===== src/rtl/wb_ic_1x4_if.sv =====
// Signal bundle for wb_ic_1x4: CPU-bridge port, shared downstream bus and error status.
interface wb_ic_1x4_if;
   logic [31:0]  wbs_adr_i;
   logic [31:0]  wbs_dat_i;
   logic         wbs_we_i;
   logic [3:0]   wbs_sel_i;
   logic         wbs_stb_i;
   logic         wbs_cyc_i;
   logic [31:0]  wbs_dat_o;
   logic         wbs_ack_o;
   logic [31:0]  wbm_adr_o;
   logic [31:0]  wbm_dat_o;
   logic         wbm_we_o;
   logic [3:0]   wbm_sel_o;
   logic [3:0]   wbm_stb_o;
   logic [3:0]   wbm_cyc_o;
   logic [127:0] wbm_dat_i;
   logic [3:0]   wbm_ack_i;
   logic         err_o;
   logic [31:0]  err_adr_o;
   logic [15:0]  err_cnt_o;

   // slave: the interconnect itself; master: the CPU bridge and slave windows around it
   modport slave (
      input  wbs_adr_i, wbs_dat_i, wbs_we_i, wbs_sel_i, wbs_stb_i, wbs_cyc_i,
      input  wbm_dat_i, wbm_ack_i,
      output wbs_dat_o, wbs_ack_o,
      output wbm_adr_o, wbm_dat_o, wbm_we_o, wbm_sel_o, wbm_stb_o, wbm_cyc_o,
      output err_o, err_adr_o, err_cnt_o
   );

   modport master (
      output wbs_adr_i, wbs_dat_i, wbs_we_i, wbs_sel_i, wbs_stb_i, wbs_cyc_i,
      output wbm_dat_i, wbm_ack_i,
      input  wbs_dat_o, wbs_ack_o,
      input  wbm_adr_o, wbm_dat_o, wbm_we_o, wbm_sel_o, wbm_stb_o, wbm_cyc_o,
      input  err_o, err_adr_o, err_cnt_o
   );
endinterface


===== src/rtl/wb_ic_1x4.sv =====
// Single-master, four-slave Wishbone classic interconnect. Unmapped accesses and
// silent slaves are terminated locally with an ERR_DATA ack and counted.
//
// state | meaning
// IDLE  | waiting for cyc & stb from the CPU bridge
// FWD   | request latched; strobing the decoded slave (or flagging a decode miss)
// RESP  | one-cycle ack upstream, wbs_dat_o already valid
module wb_ic_1x4 #(
   parameter logic [31:0] S0_BASE      = 32'h0000_0000,
   parameter logic [31:0] S1_BASE      = 32'h1000_0000,
   parameter logic [31:0] S2_BASE      = 32'h2000_0000,
   parameter logic [31:0] S3_BASE      = 32'h3000_0000,
   parameter logic [31:0] S_MASK       = 32'hF000_0000,
   parameter int unsigned TIMEOUT_CYC  = 255,
   parameter logic [31:0] ERR_DATA     = 32'hDEAD_BEEF,
   parameter logic [15:0] ERR_CNT_INIT = 16'h0000
) (
   input  logic       wb_clk_i,
   input  logic       wb_rst_i,
   wb_ic_1x4_if.slave bus
);

   localparam logic [15:0] TMO_LAST = 16'(TIMEOUT_CYC - 1);

   typedef enum logic [1:0] {
      IDLE = 2'd0,
      FWD  = 2'd1,
      RESP = 2'd2
   } state_t;

   state_t      state_q, state_n;
   logic [31:0] adr_q, dat_q, rdat_q, err_adr_q;
   logic        we_q;
   logic [3:0]  sel_q;
   logic        err_q;
   logic [15:0] err_cnt_q;
   logic [15:0] tmo_q;

   logic [3:0]  hit;
   logic [31:0] hit_dat;
   logic        hit_ack;
   logic        req_take, ack_take, err_evt, tmo_inc;

   // Decode runs on the latched address; lowest index wins on overlap.
   always_comb begin
      hit = 4'b0000;
      if ((adr_q & S_MASK) == (S0_BASE & S_MASK))      hit = 4'b0001;
      else if ((adr_q & S_MASK) == (S1_BASE & S_MASK)) hit = 4'b0010;
      else if ((adr_q & S_MASK) == (S2_BASE & S_MASK)) hit = 4'b0100;
      else if ((adr_q & S_MASK) == (S3_BASE & S_MASK)) hit = 4'b1000;
   end

   always_comb begin
      hit_dat = 32'h0;
      for (int i = 0; i < 4; i++) begin
         if (hit[i]) hit_dat = bus.wbm_dat_i[32*i +: 32];
      end
   end

   assign hit_ack = |(hit & bus.wbm_ack_i);

   always_ff @(posedge wb_clk_i) begin
      if (wb_rst_i) state_q <= IDLE;
      else          state_q <= state_n;
   end

   always_comb begin
      state_n  = state_q;
      req_take = 1'b0;
      ack_take = 1'b0;
      err_evt  = 1'b0;
      tmo_inc  = 1'b0;
      case (state_q)
         IDLE: begin
            if (bus.wbs_cyc_i && bus.wbs_stb_i) begin
               req_take = 1'b1;
               state_n  = FWD;
            end
         end
         FWD: begin
            if (!bus.wbs_cyc_i) begin
               state_n = IDLE;
            end else if (hit == 4'b0000) begin
               err_evt = 1'b1;
               state_n = RESP;
            end else if (hit_ack) begin
               // an ack on the terminal cycle still wins over the timeout
               ack_take = 1'b1;
               state_n  = RESP;
            end else if (tmo_q == TMO_LAST) begin
               err_evt = 1'b1;
               state_n = RESP;
            end else begin
               tmo_inc = 1'b1;
            end
         end
         RESP:    state_n = IDLE;
         default: state_n = IDLE;
      endcase
   end

   always_ff @(posedge wb_clk_i) begin
      if (wb_rst_i) begin
         adr_q     <= 32'h0;
         dat_q     <= 32'h0;
         we_q      <= 1'b0;
         sel_q     <= 4'h0;
         rdat_q    <= 32'h0;
         tmo_q     <= 16'h0;
         err_q     <= 1'b0;
         err_adr_q <= 32'h0;
         err_cnt_q <= ERR_CNT_INIT;
      end else begin
         err_q <= err_evt;
         if (req_take) begin
            adr_q <= bus.wbs_adr_i;
            dat_q <= bus.wbs_dat_i;
            we_q  <= bus.wbs_we_i;
            sel_q <= bus.wbs_sel_i;
            tmo_q <= 16'h0;
         end
         if (tmo_inc) tmo_q <= tmo_q + 16'd1;
         if (ack_take) begin
            rdat_q <= hit_dat;
            we_q   <= 1'b0;
         end
         if (err_evt) begin
            rdat_q    <= ERR_DATA;
            err_adr_q <= adr_q;
            if (err_cnt_q != 16'hFFFF) err_cnt_q <= err_cnt_q + 16'd1;
         end
      end
   end

   assign bus.wbs_dat_o = rdat_q;
   assign bus.wbs_ack_o = (state_q == RESP);
   assign bus.wbm_adr_o = adr_q;
   assign bus.wbm_dat_o = dat_q;
   assign bus.wbm_we_o  = we_q;
   assign bus.wbm_sel_o = sel_q;
   assign bus.wbm_stb_o = (state_q == FWD) ? hit : 4'b0000;
   assign bus.wbm_cyc_o = (state_q == FWD) ? hit : 4'b0000;
   assign bus.err_o     = err_q;
   assign bus.err_adr_o = err_adr_q;
   assign bus.err_cnt_o = err_cnt_q;

endmodule


===== src/flat_wrapper.sv =====
// flat-port wrapper written by rule: the top's interface ports become plain ports
module wb_ic_1x4_flat 
#(
   parameter logic [31:0] S0_BASE      = 32'h0000_0000,
   parameter logic [31:0] S1_BASE      = 32'h1000_0000,
   parameter logic [31:0] S2_BASE      = 32'h2000_0000,
   parameter logic [31:0] S3_BASE      = 32'h3000_0000,
   parameter logic [31:0] S_MASK       = 32'hF000_0000,
   parameter int unsigned TIMEOUT_CYC  = 255,
   parameter logic [31:0] ERR_DATA     = 32'hDEAD_BEEF,
   parameter logic [15:0] ERR_CNT_INIT = 16'h0000
)
  (wb_clk_i, wb_rst_i, bus_wbs_adr_i, bus_wbs_dat_i, bus_wbs_we_i, bus_wbs_sel_i, bus_wbs_stb_i, bus_wbs_cyc_i, bus_wbm_dat_i, bus_wbm_ack_i, bus_wbs_dat_o, bus_wbs_ack_o, bus_wbm_adr_o, bus_wbm_dat_o, bus_wbm_we_o, bus_wbm_sel_o, bus_wbm_stb_o, bus_wbm_cyc_o, bus_err_o, bus_err_adr_o, bus_err_cnt_o);
  wb_ic_1x4_if bus_i ();
  input  logic wb_clk_i;
  input  logic wb_rst_i;
  input wire logic [$bits(bus_i.wbs_adr_i)-1:0] bus_wbs_adr_i;
  input wire logic [$bits(bus_i.wbs_dat_i)-1:0] bus_wbs_dat_i;
  input wire logic [$bits(bus_i.wbs_we_i)-1:0] bus_wbs_we_i;
  input wire logic [$bits(bus_i.wbs_sel_i)-1:0] bus_wbs_sel_i;
  input wire logic [$bits(bus_i.wbs_stb_i)-1:0] bus_wbs_stb_i;
  input wire logic [$bits(bus_i.wbs_cyc_i)-1:0] bus_wbs_cyc_i;
  input wire logic [$bits(bus_i.wbm_dat_i)-1:0] bus_wbm_dat_i;
  input wire logic [$bits(bus_i.wbm_ack_i)-1:0] bus_wbm_ack_i;
  output wire logic [$bits(bus_i.wbs_dat_o)-1:0] bus_wbs_dat_o;
  output wire logic [$bits(bus_i.wbs_ack_o)-1:0] bus_wbs_ack_o;
  output wire logic [$bits(bus_i.wbm_adr_o)-1:0] bus_wbm_adr_o;
  output wire logic [$bits(bus_i.wbm_dat_o)-1:0] bus_wbm_dat_o;
  output wire logic [$bits(bus_i.wbm_we_o)-1:0] bus_wbm_we_o;
  output wire logic [$bits(bus_i.wbm_sel_o)-1:0] bus_wbm_sel_o;
  output wire logic [$bits(bus_i.wbm_stb_o)-1:0] bus_wbm_stb_o;
  output wire logic [$bits(bus_i.wbm_cyc_o)-1:0] bus_wbm_cyc_o;
  output wire logic [$bits(bus_i.err_o)-1:0] bus_err_o;
  output wire logic [$bits(bus_i.err_adr_o)-1:0] bus_err_adr_o;
  output wire logic [$bits(bus_i.err_cnt_o)-1:0] bus_err_cnt_o;
  assign bus_i.wbs_adr_i = bus_wbs_adr_i;
  assign bus_i.wbs_dat_i = bus_wbs_dat_i;
  assign bus_i.wbs_we_i = bus_wbs_we_i;
  assign bus_i.wbs_sel_i = bus_wbs_sel_i;
  assign bus_i.wbs_stb_i = bus_wbs_stb_i;
  assign bus_i.wbs_cyc_i = bus_wbs_cyc_i;
  assign bus_i.wbm_dat_i = bus_wbm_dat_i;
  assign bus_i.wbm_ack_i = bus_wbm_ack_i;
  assign bus_wbs_dat_o = bus_i.wbs_dat_o;
  assign bus_wbs_ack_o = bus_i.wbs_ack_o;
  assign bus_wbm_adr_o = bus_i.wbm_adr_o;
  assign bus_wbm_dat_o = bus_i.wbm_dat_o;
  assign bus_wbm_we_o = bus_i.wbm_we_o;
  assign bus_wbm_sel_o = bus_i.wbm_sel_o;
  assign bus_wbm_stb_o = bus_i.wbm_stb_o;
  assign bus_wbm_cyc_o = bus_i.wbm_cyc_o;
  assign bus_err_o = bus_i.err_o;
  assign bus_err_adr_o = bus_i.err_adr_o;
  assign bus_err_cnt_o = bus_i.err_cnt_o;
  wb_ic_1x4 #(.S0_BASE(S0_BASE), .S1_BASE(S1_BASE), .S2_BASE(S2_BASE), .S3_BASE(S3_BASE), .S_MASK(S_MASK), .TIMEOUT_CYC(TIMEOUT_CYC), .ERR_DATA(ERR_DATA), .ERR_CNT_INIT(ERR_CNT_INIT)) u_core (.wb_clk_i(wb_clk_i), .wb_rst_i(wb_rst_i), .bus(bus_i));
endmodule

===== config.mk =====
export PLATFORM = sky130hd
export DESIGN_NAME = wb_ic_1x4_flat
export DESIGN_NICKNAME = d
export VERILOG_FILES = /design/src/rtl/wb_ic_1x4_if.sv /design/src/rtl/wb_ic_1x4.sv /design/src/flat_wrapper.sv
export SDC_FILE = /design/constraint.sdc
export NUM_CORES = 1
export LEC_CHECK = 0
export ABC_AREA = 1
export CAP_MARGIN = 20
export CORE_UTILIZATION = 27
export CTS_CLUSTER_DIAMETER = 120
export CTS_CLUSTER_SIZE = 25
export DETAILED_ROUTE_END_ITERATION = 7
export HOLD_SLACK_MARGIN = 0.15
export PLACE_DENSITY = 0.67
export RECOVER_POWER = 50
export SLEW_MARGIN = 10
export SYNTH_ARGS = -nofsm -noshare
export SYNTH_HDL_FRONTEND = slang
export SYNTH_SLANG_ARGS = --single-unit
export TNS_END_PERCENT = 50

===== constraint.sdc =====
create_clock -name wb_clk_i -period 2.1 [get_ports wb_clk_i]
set_input_delay 0.42 -clock wb_clk_i [delete_from_list [all_inputs] [get_ports wb_clk_i]]
set_output_delay 0.42 -clock wb_clk_i [all_outputs]
set_load 0.03 [all_outputs]

==> impl_results.md <==
- Status: completed
- Crit path capture type: output pin
- CP bufs+invs: 1
- Fmax: 0.486 GHz
- Row Count: 62
- Clk root buf: clkbuf_16
- Commonest cells in the netlist: nand2_1, dfxtp_1, nor2_1
- Cell area after layout: 0.0126 sq mm
- H-tree Lvls: 4
- Total track usage: 0.181
- DIE WIDTH: 173 um
- RSZ-0062 raised after global routing: true
- Final core occ: 0.436
- Hold_sp: wb_rst_i
- Ys Warns: 0
- Slew @ Worst Pin: 0.534 ns
- GRT Residual Overflow: 0
- Final critical-path share of the clock period: 0.979
- Setup violators final: 0
- Ratio of cells with drive above 1 in the final layout: 0.0885
- First-pass GRT wire length: 43800 um
- 1st-iter DRT viols: 454
- GPL Wtd Cong: 0.896
- Synth unique cells: 37
- Core area: 0.0288 sq mm
- CP Launch Point: u_core.bus.err_cnt_o[8]$_SDFFE_PP0P_
- Post-synth ARST share: 0
- Crit Reg-Reg Startpoint: u_core.bus.wbm_adr_o[31]$_SDFFE_PP0P_
- Final nets: 1652
- Dpl cell area: 0.0120 sq mm
- Area of the mapped netlist: 0.00792 sq mm
- Synth Register Bits: 168
- Primary FF master, synth: dfxtp_1
- Worst path cell trace: clkdlybuf4s50_1
- Vias per cell: 4.65
- Crit Path Max Fanout: 6
- Slowest-stage cell, CP: clkdlybuf4s50_1
- Initial antenna violation count: 0
- Hpwl dp: 19800 um
- Max-cap violation count: 0
- # IOs: 364
- Most frequent cell after synthesis: nand2_1
- Endpoints failing hold: 0
- Max Slew Vio Count: 0
- Starting Density: 0.275
- CP Class: flip-flop to output pin
- Hold_buf cts: 0
- Vias in the first global route: 8338
- Die ar.: 0.0300 sq mm
- Ant diodes: 0
- Max_slew headroom: 0.644
- CP arrival: 1.64 ns
- Worst Path Required: 1.68 ns
- Syn nets: 1308
- Insertion delay to the later sink of the worst-skew pair: 0.43 ns
- CTS tree: done
- Top post-synthesis cells by area: dfxtp_1, nand2_1, nor2_1, nand3_1, a21oi_1
- # fillers: 2903
- Worst-case hold path end point: u_core.tmo_q[6]$_SDFFE_PP0P_
- FF-to-FF End: u_core.bus.wbs_dat_o[21]$_SDFFE_PP0P_
- Pwr Density: 650 mW/mm^2
- Peak VDD IR: 0.522 mV
- Die Ht: 173 um
- Synth-to-Final Area Change: 58.5%
- Sequential share of the synthesized area: 0.425
- Port bufs: 363
- Mean Syn Cell Area: 7.20 sq um
- Worst Reg-to-Reg Cells: 10
- Drt wl/cell: 14.8 um
- R2R setup slack: 0.20 ns
- Type of origin of the critical path: flip-flop
- Via Count: 8568
- Leakage: 0.00479 uW
- Syn Inst Count: 1100
- Total CTS buffers: 17
- Delay-heaviest family, CP: buffers and inverters
- Fin crit period: 2.06 ns
- Worst hold path class: primary input to flip-flop
- DRT Wirelength: 27200 um
- TritonRoute pass-1 iters: 5
- Clock Pin Slew Worst Setup and Hold Paths: 0.07 ns
- Hold Crit Depth: 4
- Routed Antenna Nets: 0
- Largest net degree at the start of global routing: 75
- Drt drc: 0
- Area leader, netlist: dfxtp_1
- Total clock sinks: 168
- CP max stage delay: 0.73 ns
- Post-synth EDFFs: 0
- Clock Tree Buf Depth: 2
- Synth top area share: 0.425
- Max Clock Skew: 0.00967 ns
==> state kept, by name, indices dropped and copies added (netlist names), 2 cells and up <==
signal,count
u_core.bus.err_cnt_o,16
u_core.tmo_q,16
u_core.bus.wbm_sel_o,4
u_core.bus.err_adr_o,32
u_core.bus.wbs_dat_o,32
u_core.bus.wbm_dat_o,32
u_core.state_q,2
u_core.bus.wbm_adr_o,32
==> layout by cell type, fill, tap and decap left out, types with 11 or more instances in the layout <==
| master | n |
|---|---|
| clkdlybuf4s50_1 | 304 |
| nand2_1 | 200 |
| dfxtp_1 | 165 |
| nor2_1 | 161 |
| nand3_1 | 113 |
| o21ai_0 | 105 |
| a21oi_1 | 94 |
| inv_1 | 56 |
| dlygate4sd3_1 | 47 |
| buf_4 | 30 |
| o211ai_1 | 21 |
| nand4_1 | 19 |
| or2_0 | 17 |
| clkbuf_16 | 17 |
| buf_12 | 11 |
==> area by class of cell <==
| cell class | count | area (sq um) | area share |
|---|---|---|---|
| Inverter | 68 | 269 | 0.0214 |
| Multi-Input combinational cell | 790 | 3820 | 0.304 |
| Timing Repair Buffer | 399 | 4010 | 0.320 |
| Clock inverter | 14 | 165 | 0.0132 |
| Clock buffer | 18 | 439 | 0.0350 |
| Sequential cell | 168 | 3370 | 0.269 |
| Tap cell | 384 | 480 | 0.0383 |
==> logic make-up (layout without fill, tap and decap cells) <==
| kind of cell | after synthesis | after routing | share of synthesized area |
|---|---|---|---|
| flip-flops | 168 | 168 | 0.425 |
| AO/OA/AOI/OAI | 229 | 229 | 0.166 |
| XOR/XNOR | 12 | 12 | 0.0133 |
| AND/OR/NAND/NOR | 546 | 546 | 0.307 |
| adder cells (fa/ha/maj) | 3 | 3 | 0.00474 |
| buffers and inverters | 142 | 499 | 0.0844 |
==> stage by stage <==
stage	instances	worst slack (ns)	hold WS [ns]	power, uW	TNS, ns
detailed placement	1807	-0.0324	0.443	5030	-0.483
floorplan	1100	0.0350	0.470	4200	0
CTS	1841	0.00182	0.378	8320	0
global route	1841	-0.0325	0.401	8530	-0.0615
global placement	1807	-0.0105	0.440	5010	-0.0366
finish	1841	0.0437	0.387	8160	0
==> how the worst max path moves through the flow <==
stage | endpoint | cells past startpoint
after detailed placement | u_core.bus.err_adr_o[21]$_SDFFE_PP0P_ | 9
after global placement | u_core.bus.err_adr_o[2]$_SDFFE_PP0P_ | 9
final | bus_err_cnt_o[8] | 1
after floorplan | bus_wbm_stb_o[2] | 5
after CTS | bus_wbm_cyc_o[1] | 6
after global routing | bus_wbm_cyc_o[1] | 6
==> power by group <==
group | internal, uW | switching [uW] | total [uW]
Sequential | 3300 | 65.6 | 3370
Clock | 1820 | 1410 | 3230
Combinational | 738 | 826 | 1560
==> timing repair <==
item                                    CTS  global route
pin swaps                                 1             1
hold endpoints to repair                  0             0
gates resized for setup                   8            10
buffers inserted                          2             0
endpoints found under the setup margin    9            19
==> metal layers <==
metal | GRT usage | part of all wire
met3 | 0.0513 | 0.074
met2 | 0.308 | 0.48
met5 | 0 | 0
met1 | 0.215 | 0.42
met4 | 0.0667 | 0.027
(Power assumes the default switching activity.)
